===== src/rtl/adc_capture_pkg.sv =====
// Shared types for the X/Y ADC capture controller: FSM state encoding and memory word packing.
// Latency: n/a (types and a pure function only).
// Backpressure: n/a.
//
// Contents
//   ADC_*_BITS   default widths used by the controller parameters and by the word packing
//   cap_state_e  capture sequencer states
//   xy_word_t    one memory word, X in the upper half, Y in the lower half
//   pack_xy()    builds an xy_word_t from a sample pair
package adc_capture_pkg;

  localparam int ADC_DATA_BITS  = 10;
  localparam int ADC_ADDR_BITS  = 16;
  localparam int ADC_DECIM_BITS = 8;

  typedef enum logic [1:0] {
    ST_IDLE    = 2'd0,
    ST_ARMED   = 2'd1,
    ST_CAPTURE = 2'd2,
    ST_DONE    = 2'd3
  } cap_state_e;

  // Memory word layout. X occupies the upper bits so a flat read-back is {x, y}.
  typedef struct packed {
    logic [ADC_DATA_BITS-1:0] x;
    logic [ADC_DATA_BITS-1:0] y;
  } xy_word_t;

  function automatic xy_word_t pack_xy(input logic [ADC_DATA_BITS-1:0] x,
                                       input logic [ADC_DATA_BITS-1:0] y);
    xy_word_t w;
    w.x = x;
    w.y = y;
    return w;
  endfunction

endpackage


===== src/rtl/adc_trig_detect.sv =====
// Rising-crossing trigger on the X channel: fires when the previous X was below level and the current X is at or above it.
// Latency: trig is combinational on the current sample; prev_x updates on the edge the sample is taken.
// Backpressure: none; sample_vld must already be the stream accept qualifier.
//
// Ports
//   clk, reset_n  clock and synchronous active-low reset
//   clear         forget the previous sample (first sample after clear can never trigger)
//   sample_vld    a sample is being accepted this cycle while armed
//   x             current X sample
//   level         unsigned trigger threshold
//   trig          crossing detected on this accepted sample
module adc_trig_detect #(
  parameter int DATA_BITS = 10
) (
  input  logic                 clk,
  input  logic                 reset_n,
  input  logic                 clear,
  input  logic                 sample_vld,
  input  logic [DATA_BITS-1:0] x,
  input  logic [DATA_BITS-1:0] level,
  output logic                 trig
);

  logic [DATA_BITS-1:0] prev_x_q;
  logic                 prev_x_vld_q;

  always_ff @(posedge clk) begin
    if (!reset_n) begin
      prev_x_q     <= '0;
      prev_x_vld_q <= 1'b0;
    end else if (clear) begin
      prev_x_vld_q <= 1'b0;
    end else if (sample_vld) begin
      prev_x_q     <= x;
      prev_x_vld_q <= 1'b1;
    end
  end

  assign trig = sample_vld && prev_x_vld_q && (prev_x_q < level) && (x >= level);

endmodule


===== src/rtl/adc_xy_capture_ctrl.sv =====
// Single-shot capture of a decimated X/Y ADC stream into sample memory, with optional rising-edge X trigger.
// Latency: kept sample accepted at edge k drives m_wr_valid from edge k+1; trigger sample moves to CAPTURE next edge.
// Backpressure: one-entry write register; in CAPTURE s_tready = !m_wr_valid || m_wr_ready, and 0 once the last sample is kept.
//
// Ports
//   clk, reset_n          clock and synchronous active-low reset (overrides start/abort)
//   start, abort          command pulses; abort wins over start, start only honoured in IDLE/DONE
//   cfg_*                 capture configuration, latched on the accepted start
//   s_tvalid/s_tready     ADC stream handshake, s_adc_x/s_adc_y sample pair
//   m_wr_valid/m_wr_ready memory write handshake, m_wr_addr/m_wr_data = address and {x, y}
//   busy, done            status: ARMED or CAPTURE / in DONE
module adc_xy_capture_ctrl
  import adc_capture_pkg::*;
#(
  parameter int DATA_BITS  = ADC_DATA_BITS,
  parameter int ADDR_BITS  = ADC_ADDR_BITS,
  parameter int DECIM_BITS = ADC_DECIM_BITS
) (
  input  logic                   clk,
  input  logic                   reset_n,
  input  logic                   start,
  input  logic                   abort,
  input  logic [DECIM_BITS-1:0]  cfg_decim,
  input  logic [ADDR_BITS:0]     cfg_count,
  input  logic                   cfg_trig_en,
  input  logic [DATA_BITS-1:0]   cfg_trig_level,
  input  logic                   s_tvalid,
  output logic                   s_tready,
  input  logic [DATA_BITS-1:0]   s_adc_x,
  input  logic [DATA_BITS-1:0]   s_adc_y,
  output logic                   m_wr_valid,
  input  logic                   m_wr_ready,
  output logic [ADDR_BITS-1:0]   m_wr_addr,
  output logic [2*DATA_BITS-1:0] m_wr_data,
  output logic                   busy,
  output logic                   done
);

  // The count field is one bit wider than the address so a full-depth request fits.
  localparam logic [ADDR_BITS:0]    FULL_DEPTH = {1'b1, {ADDR_BITS{1'b0}}};
  localparam logic [ADDR_BITS:0]    CNT_ONE    = (ADDR_BITS+1)'(1);
  localparam logic [DECIM_BITS-1:0] DEC_ONE    = DECIM_BITS'(1);

  cap_state_e state_q;
  cap_state_e state_d;

  // Latched configuration
  logic [DECIM_BITS-1:0] decim_q;
  logic [ADDR_BITS:0]    count_q;
  logic [DATA_BITS-1:0]  level_q;

  // Capture progress
  logic [ADDR_BITS:0]    kept_cnt_q;   // samples kept so far; also the address of the next kept sample
  logic [DECIM_BITS-1:0] decim_cnt_q;  // 0 means the next capture accept is kept

  // One-entry write output register
  logic                  wr_vld_q;
  logic [ADDR_BITS-1:0]  wr_addr_q;
  xy_word_t              wr_dat_q;

  logic [ADDR_BITS:0]    cfg_count_sat;
  logic                  start_acc;
  logic                  accept;
  logic                  all_kept;
  logic                  wr_acc;
  logic                  armed_sample;
  logic                  trig_hit;
  logic                  cap_accept;
  logic                  cap_keep;
  logic                  keep;
  logic                  last_wr_done;

  assign cfg_count_sat = (cfg_count > FULL_DEPTH) ? FULL_DEPTH : cfg_count;

  assign start_acc    = start && !abort && (state_q == ST_IDLE || state_q == ST_DONE);
  assign accept       = s_tvalid && s_tready;
  assign all_kept     = (kept_cnt_q == count_q);
  assign wr_acc       = wr_vld_q && m_wr_ready;
  assign armed_sample = accept && (state_q == ST_ARMED);
  assign cap_accept   = accept && (state_q == ST_CAPTURE);
  assign cap_keep     = cap_accept && (decim_cnt_q == '0);
  // The trigger sample itself is the first stored word.
  assign keep         = cap_keep || trig_hit;
  // Once everything is kept, the only outstanding write is the final one.
  assign last_wr_done = (state_q == ST_CAPTURE) && wr_acc && all_kept;

  adc_trig_detect #(
    .DATA_BITS (DATA_BITS)
  ) u_trig (
    .clk        (clk),
    .reset_n    (reset_n),
    .clear      (start_acc),
    .sample_vld (armed_sample),
    .x          (s_adc_x),
    .level      (level_q),
    .trig       (trig_hit)
  );

  // ---------------------------------------------------------------- FSM state register
  always_ff @(posedge clk) begin
    if (!reset_n) begin
      state_q <= ST_IDLE;
    end else begin
      state_q <= state_d;
    end
  end

  // ---------------------------------------------------------------- FSM next state
  always_comb begin
    state_d = state_q;
    if (abort) begin
      state_d = ST_IDLE;
    end else begin
      case (state_q)
        ST_IDLE, ST_DONE: begin
          if (start) begin
            if (cfg_count_sat == '0) begin
              state_d = ST_DONE;
            end else if (cfg_trig_en) begin
              state_d = ST_ARMED;
            end else begin
              state_d = ST_CAPTURE;
            end
          end
        end
        ST_ARMED: begin
          if (trig_hit) begin
            state_d = ST_CAPTURE;
          end
        end
        ST_CAPTURE: begin
          if (last_wr_done) begin
            state_d = ST_DONE;
          end
        end
        default: state_d = ST_IDLE;
      endcase
    end
  end

  // ---------------------------------------------------------------- FSM outputs
  always_comb begin
    s_tready = 1'b1;   // IDLE/DONE discard, ARMED watches for the trigger
    busy     = 1'b0;
    done     = 1'b0;
    case (state_q)
      ST_ARMED: begin
        busy = 1'b1;
      end
      ST_CAPTURE: begin
        busy     = 1'b1;
        s_tready = !all_kept && (!wr_vld_q || m_wr_ready);
      end
      ST_DONE: begin
        done = 1'b1;
      end
      default: begin
        s_tready = 1'b1;
      end
    endcase
  end

  // ---------------------------------------------------------------- config latch and progress counters
  always_ff @(posedge clk) begin
    if (!reset_n) begin
      decim_q     <= '0;
      count_q     <= '0;
      level_q     <= '0;
      kept_cnt_q  <= '0;
      decim_cnt_q <= '0;
    end else if (start_acc) begin
      decim_q     <= cfg_decim;
      count_q     <= cfg_count_sat;
      level_q     <= cfg_trig_level;
      kept_cnt_q  <= '0;
      decim_cnt_q <= '0;
    end else begin
      // The decimation phase advances on every sample seen from the trigger onward.
      if (cap_accept || trig_hit) begin
        decim_cnt_q <= (decim_cnt_q == decim_q) ? '0 : decim_cnt_q + DEC_ONE;
      end
      if (keep) begin
        kept_cnt_q <= kept_cnt_q + CNT_ONE;
      end
    end
  end

  // ---------------------------------------------------------------- write output register
  // s_tready guarantees the register is empty or draining whenever a sample is kept,
  // so a load never overwrites an unaccepted write.
  always_ff @(posedge clk) begin
    if (!reset_n) begin
      wr_vld_q  <= 1'b0;
      wr_addr_q <= '0;
      wr_dat_q  <= '0;
    end else if (abort) begin
      wr_vld_q  <= 1'b0;
    end else if (keep) begin
      wr_vld_q  <= 1'b1;
      wr_addr_q <= kept_cnt_q[ADDR_BITS-1:0];
      wr_dat_q  <= pack_xy(s_adc_x, s_adc_y);
    end else if (wr_acc) begin
      wr_vld_q  <= 1'b0;
    end
  end

  assign m_wr_valid = wr_vld_q;
  assign m_wr_addr  = wr_addr_q;
  assign m_wr_data  = wr_dat_q;

endmodule


===== config.mk =====
export PLATFORM = sky130hd
export DESIGN_NAME = adc_xy_capture_ctrl
export DESIGN_NICKNAME = d
export VERILOG_FILES = /design/src/rtl/adc_capture_pkg.sv /design/src/rtl/adc_trig_detect.sv /design/src/rtl/adc_xy_capture_ctrl.sv
export SDC_FILE = /design/constraint.sdc
export NUM_CORES = 1
export LEC_CHECK = 0
export CAP_MARGIN = 20
export CORE_MARGIN = 1.5
export CORE_UTILIZATION = 30
export DETAILED_ROUTE_END_ITERATION = 8
export MAX_ROUTING_LAYER = met4
export PLACE_DENSITY_LB_ADDON = 0.3
export SLEW_MARGIN = 20
export SYNTH_ARGS = -nofsm -noshare
export SYNTH_HDL_FRONTEND = slang
export SYNTH_HIERARCHICAL = 1
export SYNTH_SLANG_ARGS = --single-unit

===== constraint.sdc =====
create_clock -name clk -period 4.25 [get_ports clk]
set_input_delay 1.0625 -clock clk [delete_from_list [all_inputs] [get_ports clk]]
set_output_delay 1.0625 -clock clk [all_outputs]
set_load 0.005 [all_outputs]

==> out/results.txt, run 1 <==
run status: finished clean
Reg power frac: 0.468
Post-synth EDFFs: 0
Clk pwr share: 0.414
Post-CTS Setup Bufs: 0
grt ovf: 0
fraction of layout cells with a size suffix above 1: 0.0553
number of vias per cell: 5.01
hold path depth: 2
internal power: 1.75 mW
largest fanout on the critical path: 9
Finished Layout Cells: 894
class of the worst hold path: flop to flop
Placement Cell Area: 6450 um2
CP Capture Point: decim_cnt_q[6]
WL met3: 825 um
Max Slew Vio Count: 0
Layout Utilization: 0.395
initial core utilization: 0.305
Avg Inst Size Synth: 9.11 um2
slack of the critical path: 0.431 ns
Root Buffer: clkbuf_16
critical path class: input pin to flop
PwrDens: 336 nW/um2
commonest non-fill, non-tap cell in the layout: nand2_1
R2R setup slack: 0.60 ns
Final Setup Violations: 0
post-layout min period: 3.82 ns
IO Pins: 102
die area: 18200 um2
sequential area share after synthesis: 0.421
Mapped Area: 5230 um2
Reg clk slew, reported paths: 0.07 ns
async set or reset register ratio after synthesis: 0
Ys Warns: 6
initial antenna violation count: 0
vias in the first global route: 4305
FMAX: 262 MHz
diode count: 0
Worst EP required: 4.55 ns
Mapped Cells: 574
PostCTS Resize Cnt: 0
Pre-Repair DR Iteration Count: 5
DR iter-0 viols: 228
Leak: 2.47 nW
Crit. End Element: flop
Logic pwr share: 0.118
Inst Count DP: 878
Wirelength per Cell: 15.4 um
worst hold slack: 0.458 ns
number of remaining DRC errors: 0
Final Hold Fails: 0
RR Endpoint: decim_cnt_q[6]
CTS Sinks: 110
unrepaired setup endpoints after global routing: no
Clock Latency Late Sink: 0.35 ns
clock skew: 0.00543 ns
worst vdd ir: 190 uV
Setup WS pre-CTS: 0.132 ns
port bufs: 101
Detailed Route WL: 13.8 mm
Max Cap Viol: 0
Critical Path AT: 4.12 ns
switching share of power: 0.235
RePlAce Congestion: 0.863
P_sw: 0.536 mW
antenna viol nets, final: 0
Area growth syn-to-layout: 29.8%
Final nets: 751
normalized max-slew margin: 0.475
dpl hpwl: 10.3 mm
Total Routing Usage GR: 0.158
worst-margin pin slew: 0.785 ns
die width: 135 um
Rows: 48
Worst setup SP type: input pin
wire length on met2: 6.04 mm
Routed met1 length: 6.65 mm
H-tree depth: 3
Synth Net Count: 661
critical path startpoint: s_adc_x[7]
final-layout fill cell count: 1694
R2R depth: 14
ys flop type: dfxtp_1
Netlist cell types: 55
largest net degree at the start of global routing: 84
CTS tree: done
Yosys reg bits: 110
via count of the routed design: 4478
Core ar.: 17200 um2
die height: 135 um
first-pass GRT wire length: 22.2 mm
final period utilization: 0.899
Total Power: 2.28 mW
Max Used Layer: met4
Reg-to-Reg Start: kept_cnt_q[7]
total CTS buffers: 9
Post-CTS Hold Buffers: 0
commonest cells after routing, fill and taps aside: nand2_1 (114), dfxtp_1 (110), clkdlybuf4s50_1 (100), mux2i_1 (37), a22o_1 (35)
setup_tns: 0 ns
clock buffer depth: 2
Design Area, Final: 6790 um2
## synth_stat cells, types with 2 or more instances
library cell / n / area share
and2_1: 3 / 0.0036
a21oi_1: 21 / 0.020
nor4_2: 2 / 0.0048
buf_2: 3 / 0.0029
o31ai_1: 3 / 0.0043
buf_6: 4 / 0.0086
or3_1: 9 / 0.011
nand2_1: 114 / 0.082
xnor2_1: 18 / 0.030
o41ai_1: 2 / 0.0033
a31oi_1: 2 / 0.0024
dfxtp_1: 110 / 0.42
nor3_1: 5 / 0.0048
or2_2: 2 / 0.0024
mux2i_1: 37 / 0.071
o211a_1: 2 / 0.0038
a22o_1: 35 / 0.059
o2111a_1: 2 / 0.0043
a211oi_1: 7 / 0.010
nand4_1: 10 / 0.012
o21ai_0: 13 / 0.012
nor2_1: 15 / 0.011
o211ai_1: 3 / 0.0043
inv_1: 22 / 0.016
ha_1: 25 / 0.060
xor2_1: 11 / 0.018
nand3_1: 9 / 0.0086
nor4_1: 8 / 0.0096
or4_1: 4 / 0.0057
a31o_2: 2 / 0.0033
a211o_1: 2 / 0.0033
nand2b_1: 7 / 0.0084
a21boi_0: 11 / 0.016
o21a_1: 3 / 0.0043
o311ai_0: 2 / 0.0033
buf_4: 2 / 0.0029
clkbuf_1: 21 / 0.015
and3_1: 5 / 0.0060
a21o_1: 2 / 0.0029
## critical path, stage by stage
cell and delay (ns):
clkdlybuf4s50_1 0.44, ha_1 0.33, a211o_1 0.31, a21oi_2 0.12, o31ai_1 0.08, o211a_1 0.34, a31oi_1 0.42, o31ai_1 0.18
o41a_1 0.24, or4_1 0.50, nand2_1 0.08
## logic make-up after synthesis
family	after synthesis	share of synthesized area
simple gates	199	0.182
xor+xnor	29	0.0486
flops	110	0.421
fa+ha+maj	25	0.0598
mux	37	0.0708
compound gates	121	0.172
buf+inv	53	0.0459
## power groups by stage
stage	Sequential [mW]	Clock [mW]	Combinational, mW
after global placement	1.09	0	0.259
after CTS	1.07	0.971	0.270
after floorplan	1.09	0	0.150
after detailed placement	1.09	0	0.268
after global routing	1.07	1.02	0.297
final	1.07	0.944	0.270
## layout make-up
class | count | area, um2 | area share
clock buffers | 13 | 270 | 0.0398
clock inverters | 3 | 65.1 | 0.00959
inverters | 22 | 82.6 | 0.0122
multi-input cells | 411 | 2800 | 0.413
flip-flops and latches | 110 | 2200 | 0.324
well taps | 225 | 282 | 0.0415
repair buffers | 110 | 1090 | 0.160
## routing by layer
metal	vias to the layer above	GRT usage
met2	164	0.237
met5	-	-
met4	0	0.0621
li1	2223	-
met1	2068	0.208
met3	23	0.0349
## state kept, by name, indices dropped and copies added (netlist names), 2 cells and up
signal	count
m_wr_data	20
count_q	17
kept_cnt_q	17
m_wr_addr	16
level_q	10
u_trig/prev_x_q	10
decim_cnt_q	8
decim_q	8
state_q	2
## worst min path at each step
| stage | end | start | slack [ns] |
|---|---|---|---|
| 2_1_floorplan | u_trig/prev_x_q[0] | u_trig/prev_x_q[0] | 0.44 |
| 6_report | m_wr_addr[0] | m_wr_addr[0] | 0.46 |
| 4_1_cts | m_wr_data[6] | m_wr_data[6] | 0.46 |
| 3_5_place_dp | m_wr_addr[0] | m_wr_addr[0] | 0.45 |
| 3_3_place_gp | m_wr_data[0] | m_wr_data[0] | 0.44 |
| 5_1_grt | m_wr_data[11] | m_wr_data[11] | 0.47 |
Power figures use the tool's default switching activity.
==> run 2, diff against run 1 <==
CELL_PAD_IN_SITES_DETAIL_PLACEMENT = 1   (was default)
CELL_PAD_IN_SITES_GLOBAL_PLACEMENT = 1   (was default)
==> run 2 against run 1 <==
Effect of this change: power down 3.8%; register-to-register slack better by 0.03 ns; sequential power about the same; clock-buffer cell count down 3; non-clock buffer count up 1; design area down 0.55%; final cell count up 0.11%; largest power group unchanged.
==> out/results.txt, run 2 (synthesis gave the netlist of run 1 again) <==
port bufs: 101 (unchanged)
FMAX: 264 MHz (+0.65%)
post-layout min period: 3.79 ns (-0.0248 ns)
Pre-Repair DR Iteration Count: 4 (-1)
largest net degree at the start of global routing: 84 (unchanged)
die height: 135 um (unchanged)
clock buffer depth: 2 (unchanged)
slack of the critical path: 0.455 ns (+0.0248 ns)
Reg-to-Reg Start: kept_cnt_q[11]
diode count: 0 (unchanged)
fraction of layout cells with a size suffix above 1: 0.0567 (+0.00141)
Crit. End Element: flop
worst-margin pin slew: 0.766 ns (-0.0195 ns)
CP top delay family: simple AND/OR/NAND/NOR gates
H-tree depth: 3 (unchanged)
Leak: 2.45 nW (-0.74%)
total CTS buffers: 9 (unchanged)
number of remaining DRC errors: 0 (unchanged)
largest fanout on the critical path: 9 (unchanged)
Critical Path AT: 4.08 ns (-0.04 ns)
Layout Utilization: 0.393 (-0.00219)
IO Pins: 102 (unchanged)
Post-CTS Hold Buffers: 0 (unchanged)
number of vias per cell: 5.02 (+0.27%)
unrepaired setup endpoints after global routing: no
PwrDens: 325 nW/um2 (-3.2%)
PostCTS Resize Cnt: 0 (unchanged)
run status: finished clean
initial antenna violation count: 0 (unchanged)
CTS Sinks: 110 (unchanged)
commonest non-fill, non-tap cell in the layout: nand2_1
Max Cap Viol: 0 (unchanged)
Total Routing Usage GR: 0.172 (+0.0132)
max reg flops: 20 (unchanged)
final-layout fill cell count: 2012 (+19%)
Final Setup Violations: 0 (unchanged)
antenna viol nets, final: 0 (unchanged)
final period utilization: 0.893 (-0.00584)
commonest cells after routing, fill and taps aside: nand2_1 (114), dfxtp_1 (110), clkdlybuf4s50_1 (100), mux2i_1 (37), a22o_1 (35)
Detailed Route WL: 14.7 mm (+6.5%)
Rows: 48 (unchanged)
CP bufs+invs: 2 (+1)
Inst Count DP: 879 (+0.11%)
Max Slew Vio Count: 0 (unchanged)
Finished Layout Cells: 895 (+0.11%)
vias in the first global route: 4762 (+11%)
Final nets: 752 (+0.13%)
CP max stage cell: clkdlybuf4s50_1
setup_tns: 0 ns (unchanged)
die width: 135 um (unchanged)
dpl hpwl: 11.2 mm (+9.3%)
Core ar.: 17200 um2 (unchanged)
via count of the routed design: 4495 (+0.38%)
max incr delay on CP: 0.48 ns (-0.02 ns)
Area growth syn-to-layout: 29.0%
RePlAce Congestion: 0.847 (-1.9%)
Clock Latency Late Sink: 0.36 ns (about the same)
critical path class: input pin to flop
worst vdd ir: 202 uV (+6.3%)
grt ovf: 0 (unchanged)
Hold Path Origin: m_wr_addr[11]
class of the worst hold path: flop to flop
CTS tree: done
initial core utilization: 0.305 (unchanged)
normalized max-slew margin: 0.489 (+0.0141)
Design Area, Final: 6750 um2 (-0.55%)
Reg clk slew, reported paths: 0.07 ns (about the same)
Root Buffer: clkbuf_16
Worst EP required: 4.54 ns (about the same)
Final Hold Fails: 0 (unchanged)
first-pass GRT wire length: 23.9 mm (+7.5%)
Post-CTS Setup Bufs: 0 (unchanged)
Worst setup SP type: input pin
critical path startpoint: m_wr_ready
DR iter-0 viols: 213 (-6.6%)
die area: 18200 um2 (unchanged)
worst-path cell chain: clkdlybuf4s50_1 -> nand2b_1 -> o21ai_0 -> nand2_1 -> and3_1 -> nand2_1 -> nor4_1 -> o211a_1 -> inv_1 -> o2bb2ai_1 -> nor4_1 -> a21oi_1 -> or2_2 -> a21oi_1
clock skew: 0.00535 ns (-0.0000752 ns)
Wirelength per Cell: 16.4 um (+6.3%)
Placement Cell Area: 6460 um2 (+0.12%)
Setup WS pre-CTS: 0.123 ns (-0.00916 ns)
## run 2: stage by stage
| step | total power, mW | hold WS [ns] |
|---|---|---|
| 6_report | 2.20 | 0.459 |
| 5_1_grt | 2.30 | 0.486 |
| 4_1_cts | 2.23 | 0.462 |
| 3_5_place_dp | 1.37 | 0.450 |
| 3_3_place_gp | 1.36 | 0.443 |
| 2_1_floorplan | 1.24 | 0.438 |
## run 2: worst min-delay path, delay by kind of cell (launching register included)
kind / cells / cell delay (ns)
flip-flops: 1 / 0.31
AND/OR/NAND/NOR: 1 / 0.05
multiplexers: 1 / 0.05
## run 2: final cells by class
type / count / area (um2) / share of cell area
multi-input cells: 411 / 2800 / 0.415
flip-flops and latches: 110 / 2200 / 0.326
repair buffers: 111 / 1090 / 0.162
well taps: 225 / 282 / 0.0417
clock buffers: 10 / 229 / 0.0339
inverters: 22 / 82.6 / 0.0122
clock inverters: 6 / 61.3 / 0.00908
## run 2: power breakdown
part / switching [mW] / leakage, nW / internal (mW)
logic: 0.143 / 1.42 / 0.130
registers: 0.0158 / 0.889 / 1.05
clock network: 0.399 / 0.143 / 0.457
## run 2: per-layer routing
metal | up-vias | track usage | wire length (um)
met5 | - | - | 0
met2 | 78 | 0.296 | 7140
li1 | 2219 | - | -
met4 | 0 | 0.0627 | 278
met3 | 15 | 0.0282 | 539
met1 | 2183 | 0.201 | 6710
## run 2: final timing paths
check	slack, ns	endpoint	depth (start not counted)
worst max-delay path	0.46	state_q[0]	14
worst min register to register	0.46	m_wr_addr[11]	2
worst min-delay path	0.46	m_wr_addr[11]	2
worst max register to register	0.63	decim_cnt_q[6]	14
==> patch 1, RTL diff (settings of run 2) <==
Re-encode `cap_state_e` (4 states) as one-hot, 4 bits wide.
--- a/src/rtl/adc_capture_pkg.sv
+++ b/src/rtl/adc_capture_pkg.sv
@@ -15,7 +15,7 @@
 
-  typedef enum logic [1:0] {
-    ST_IDLE    = 2'd0,
-    ST_ARMED   = 2'd1,
-    ST_CAPTURE = 2'd2,
-    ST_DONE    = 2'd3
+  typedef enum logic [3:0] {
+    ST_IDLE    = 4'b0001,
+    ST_ARMED   = 4'b0010,
+    ST_CAPTURE = 4'b0100,
+    ST_DONE    = 4'b1000
   } cap_state_e;
Formal check against the unedited RTL: no difference found for any inputs over 4 cycles, from zero or initial values and one cycle with reset_n low; so few cycles prove little.
==> patch 1 against run 2 <==
  * Power decreased by 3.7%
  * Wire length is 1.2% lower
  * Area after synthesis decreased by 2.6%
  * Design area shrank 2.3%
  * Fmax up 8.2%
  * Setup slack better by 0.29 ns
  * Sequential cell count up 2
  * Hold slack improved by 0.010 ns
  * Global-route usage increased by 0.093 points
  * Critical endpoint is now kept_cnt_q[16]
==> patch 1: results (changes against run 2) <==
| Metric | Value |
|---|---|
| Share of cells above drive strength 1 | 5.271% (-0.40 points) |
| First-pass GRT wire length | 23.68 mm (-0.95%) |
| DR iter-0 viols | 204 (-4.2%) |
| H-tree levels | 3 (unchanged) |
| Max Root-Sink Buffers | 2 (unchanged) |
| DR pass1 iterations | 4 (unchanged) |
| WL/cell | 16.39 µm (about the same) |
| Antenna violations before repair | 0 (unchanged) |
| Cts bufs inserted | 9 (unchanged) |
| Final setup violation count | 0 (unchanged) |
| Net count after synthesis | 661 (unchanged) |
| Layout Nets | 744 (-1.1%) |
| N_diodes | 0 (unchanged) |
| Clock slew at reported path FFs | 0.07 ns (about the same) |
| Distinct cells, synth | 50 (-9.1%) |
| Synth Warn # | 6 (unchanged) |
| Post-DP Area | 6309 µm² (-2.3%) |
| Fillcell total | 1925 (-4.3%) |
| Vias in the first global route | 4498 (-5.5%) |
| PostCTS Resize Cnt | 0 (unchanged) |
| LEAKAGE | 2.336 nW (-4.8%) |
| Max reg flops | 20 (unchanged) |
| Worst-skew pair later-pin latency | 0.36 ns (about the same) |
| Via count | 4371 (-2.8%) |
| Crit Path Max Fanout | 14 (+5) |
| Post-synth ARST share | 0% (unchanged) |
| Pins Over Slew Limit | 0 (unchanged) |
| Number of buffers added for setup after CTS | 0 (unchanged) |
| Placed Cells | 869 (-1.1%) |
| Setup Skew | 0.01408 ns (+0.008733 ns) |
| HPWL Detailed | 10.99 mm (-2.0%) |
| Crit path arrival time | 3.79 ns (-0.29 ns) |
| Worst hold path type | reg2reg |
| CP max stage cell | nor3b_1 |
| Syn Inst Count | 577 (+0.52%) |
| Root buf cell | clkbuf_16 |
| Run status | finished, final reports clean |
| Post-synth top cells | dfxtp_1 (112), nand2_1 (72), o21ai_0 (50), nand3_1 (49), a22o_1 (35) |
| Routed WL | 14.49 mm (-1.2%) |
| Slew @ Worst Pin | 0.8610 ns (+0.09507 ns) |
| CP max stage delay | 0.59 ns (+0.11 ns) |
| Top cells by area, synth | dfxtp_1 (44%), a22o_1 (6.0%), ha_1 (5.4%) |
| Peak supply drop | 195.3 µV (-3.2%) |
| GRT Util Overall | 17.26% (+0.093 points) |
| DP Worst Slack | 0.4076 ns (+0.2845 ns) |
| Pin count of the biggest net entering global routing | 82 (-2.4%) |
| Seq/Total Area, Yosys | 44.01% (+1.9 points) |
| GP Congestion | 0.8323 (-1.7%) |
| Buffers on Ports | 101 (unchanged) |
## patch 1: worst paths after layout
path | depth (start not counted) | slack, ns | end | startpoint
setup reg to reg | 9 | 1.12 | kept_cnt_q[16] | state_q[1]
hold reg to reg | 2 | 0.47 | m_wr_addr[5] | m_wr_addr[5]
setup / recovery | 9 | 0.74 | kept_cnt_q[16] | s_tvalid
hold / removal | 2 | 0.47 | m_wr_addr[5] | m_wr_addr[5]
## patch 1: final cells by class
type,count,area (µm²),area share [%]
tap,220,275.3,4.175
inverter,18,67.56,1.025
sequential,112,2242,34.01
clock inverter,2,13.76,0.2088
timing repair buffer,110,1086,16.47
clock buffer,13,270.3,4.099
multi-input combinational,409,2638,40.01
## patch 1: cell families (layout without fill, tap and decap cells)
logic type | after synthesis | in the layout | synth area share (%)
compound gates | 144 | 144 | 19.45
xor+xnor | 39 | 39 | 6.704
fa+ha+maj | 22 | 22 | 5.403
buf+inv | 56 | 143 | 4.420
flops | 112 | 112 | 44.01
mux | 2 | 2 | 0.3929
simple gates | 202 | 202 | 19.62
## patch 1: worst max-delay path, delay by kind of cell
| kind | cells | cell delay (ns) |
|---|---|---|
| compound gates | 3 | 0.63 |
| simple gates | 4 | 1.39 |
| buf+inv | 2 | 0.72 |
## patch 1: power by group
group	total, mW	leakage [nW]	switching [mW]	internal, mW
logic	0.210	1.29	0.103	0.107
clock network	0.823	0.142	0.380	0.443
registers	1.08	0.905	0.0156	1.07
## patch 1: metal layers
metal	track usage, %	part of all wire, %	up-vias
met5	-	0	-
met4	4.287	0.93	0
met3	4.224	3.7	8
met2	27.14	46	79
met1	22.31	50	2056
li1	-	-	2228
==> patch 2, RTL diff (flow settings as in run 2) <==
Made on the original files. `ADC_DECIM_BITS`: 8 -> 7.
--- a/src/rtl/adc_capture_pkg.sv
+++ b/src/rtl/adc_capture_pkg.sv
@@ -13,3 +13,3 @@
   localparam int ADC_ADDR_BITS  = 16;
-  localparam int ADC_DECIM_BITS = 8;
+  localparam int ADC_DECIM_BITS = 7;
 
Ports: changed (resized cfg_decim); port bits go from 102 to 101. The function was not compared with the original's and may differ.
==> patch 2 against run 2 <==
  * Area after synthesis shrank 4.2%
  * Design area shrank 4.2%
  * Power shrank 4.2%
  * Setup slack gained 0.077 ns
  * Combinational power shrank 11%
  * Wire length shrank 7.6%
  * Largest cell class unchanged
  * Global-route usage shrank 0.30 points
  * Sequential cell count shrank 2
  * Clock power shrank 4.9%
==> patch 2: results (changes against run 2) <==
| Metric | Value |
|---|---|
| Run status | finished, final reports clean |
| R2R depth | 13 (-1) |
| Synth Warn # | 6 (unchanged) |
| Fraction of the mapped netlist area in compound gates | 18.95% (+1.7 points) |
| Sequential power share | 49.8% (+1.2 points) |
| GP Congestion | 0.8044 (-5.0%) |
| R2r setup slk | 0.85 ns (+0.22 ns) |
| Setup Skew | 0.01049 ns (+0.005135 ns) |
| Reg-to-reg startpoint | kept_cnt_q[3] |
| First-pass GRT wire length | 23.05 mm (-3.6%) |
| Worst-skew pair later-pin latency | 0.36 ns (about the same) |
| LEAKAGE | 2.399 nW (-2.3%) |
| Rel. slew slack | 44.79% (-4.2 points) |
| Worst flop-to-flop path endpoint | decim_cnt_q[4] |
| GRT Util Overall | 16.86% (-0.30 points) |
| Seq/Total Area, Yosys | 43.14% (+1.0 points) |
| Final Total Pwr | 2.105 mW (-4.2%) |
| WL/cell | 15.69 µm (-4.3%) |
| CP endpoint | decim_cnt_q[1] |
| Crit Path Max Fanout | 10 (+1) |
| Max Root-Sink Buffers | 2 (unchanged) |
| Combinational fraction of design power | 11.5% (-0.9 points) |
| Layout Nets | 725 (-3.6%) |
| Pin count of the biggest net entering global routing | 64 (-24%) |
| Share of cells above drive strength 1 | 6.677% (+1.0 points) |
| Hold WS | 0.4588 ns (-0.00004200 ns) |
| DR iter-0 viols | 141 (-34%) |
| Via density per instance | 4.926 (-1.9%) |
| Post-DP Area | 6178 µm² (-4.4%) |
| Post-synth ARST share | 0% (unchanged) |
| Final Instance Count excl. Fillers | 864 (-3.5%) |
| Placed Cells | 848 (-3.5%) |
| DP Worst Slack | 0.1691 ns (+0.04605 ns) |
| Syn Inst Count | 552 (-3.8%) |
| Area share of fa/ha/maj cells after synthesis | 6.241% (+0.26 points) |
| N_diodes | 0 (unchanged) |
| Net count after synthesis | 638 (-3.5%) |
| Top cells by area, synth | dfxtp_1 (43%), ha_1 (6.2%), a22o_1 (5.9%) |
| Post-synth top cells | dfxtp_1 (108), nand2_1 (71), nand3_1 (44), o21ai_0 (39), a22o_1 (34) |
| Sw power | 0.5336 mW (-4.2%) |
| CP max stage delay | 0.51 ns (+0.03 ns) |
| Distinct cells, synth | 58 (+5.5%) |
| Buffers on Ports | 100 (-0.99%) |
| Synth Area in XOR/XNOR | 6.116% (+1.3 points) |
| Vias in the first global route | 4487 (-5.8%) |
| HPWL Detailed | 10.40 mm (-7.2%) |
## patch 2: routing by layer
layer / vias up / track usage, % / part of all wire (%)
li1: 2134 / - / -
met1: 2029 / 20.47 / 48
met2: 82 / 27.63 / 47
met3: 11 / 4.498 / 4.2
met4: 0 / 4.640 / 1.1
met5: - / - / 0
## patch 2: layout make-up
| type | count | area (µm²) |
|---|---|---|
| tap | 220 | 275.3 |
| multi-input combinational | 388 | 2566 |
| sequential | 108 | 2162 |
| fill | 1918 | 9998 |
| inverter | 23 | 86.33 |
| timing repair buffer | 109 | 1089 |
| clock inverter | 6 | 50.05 |
| clock buffer | 10 | 239.0 |
## patch 2: worst min-delay path by stage
stage                                   from                 end
after CTS                       m_wr_addr[1]        m_wr_addr[1]
after floorplan           u_trig/prev_x_q[0]  u_trig/prev_x_q[0]
after global routing            m_wr_addr[1]        m_wr_addr[1]
after detailed placement        m_wr_addr[1]        m_wr_addr[1]
after global placement         m_wr_data[10]       m_wr_data[10]
final                           m_wr_addr[1]        m_wr_addr[1]
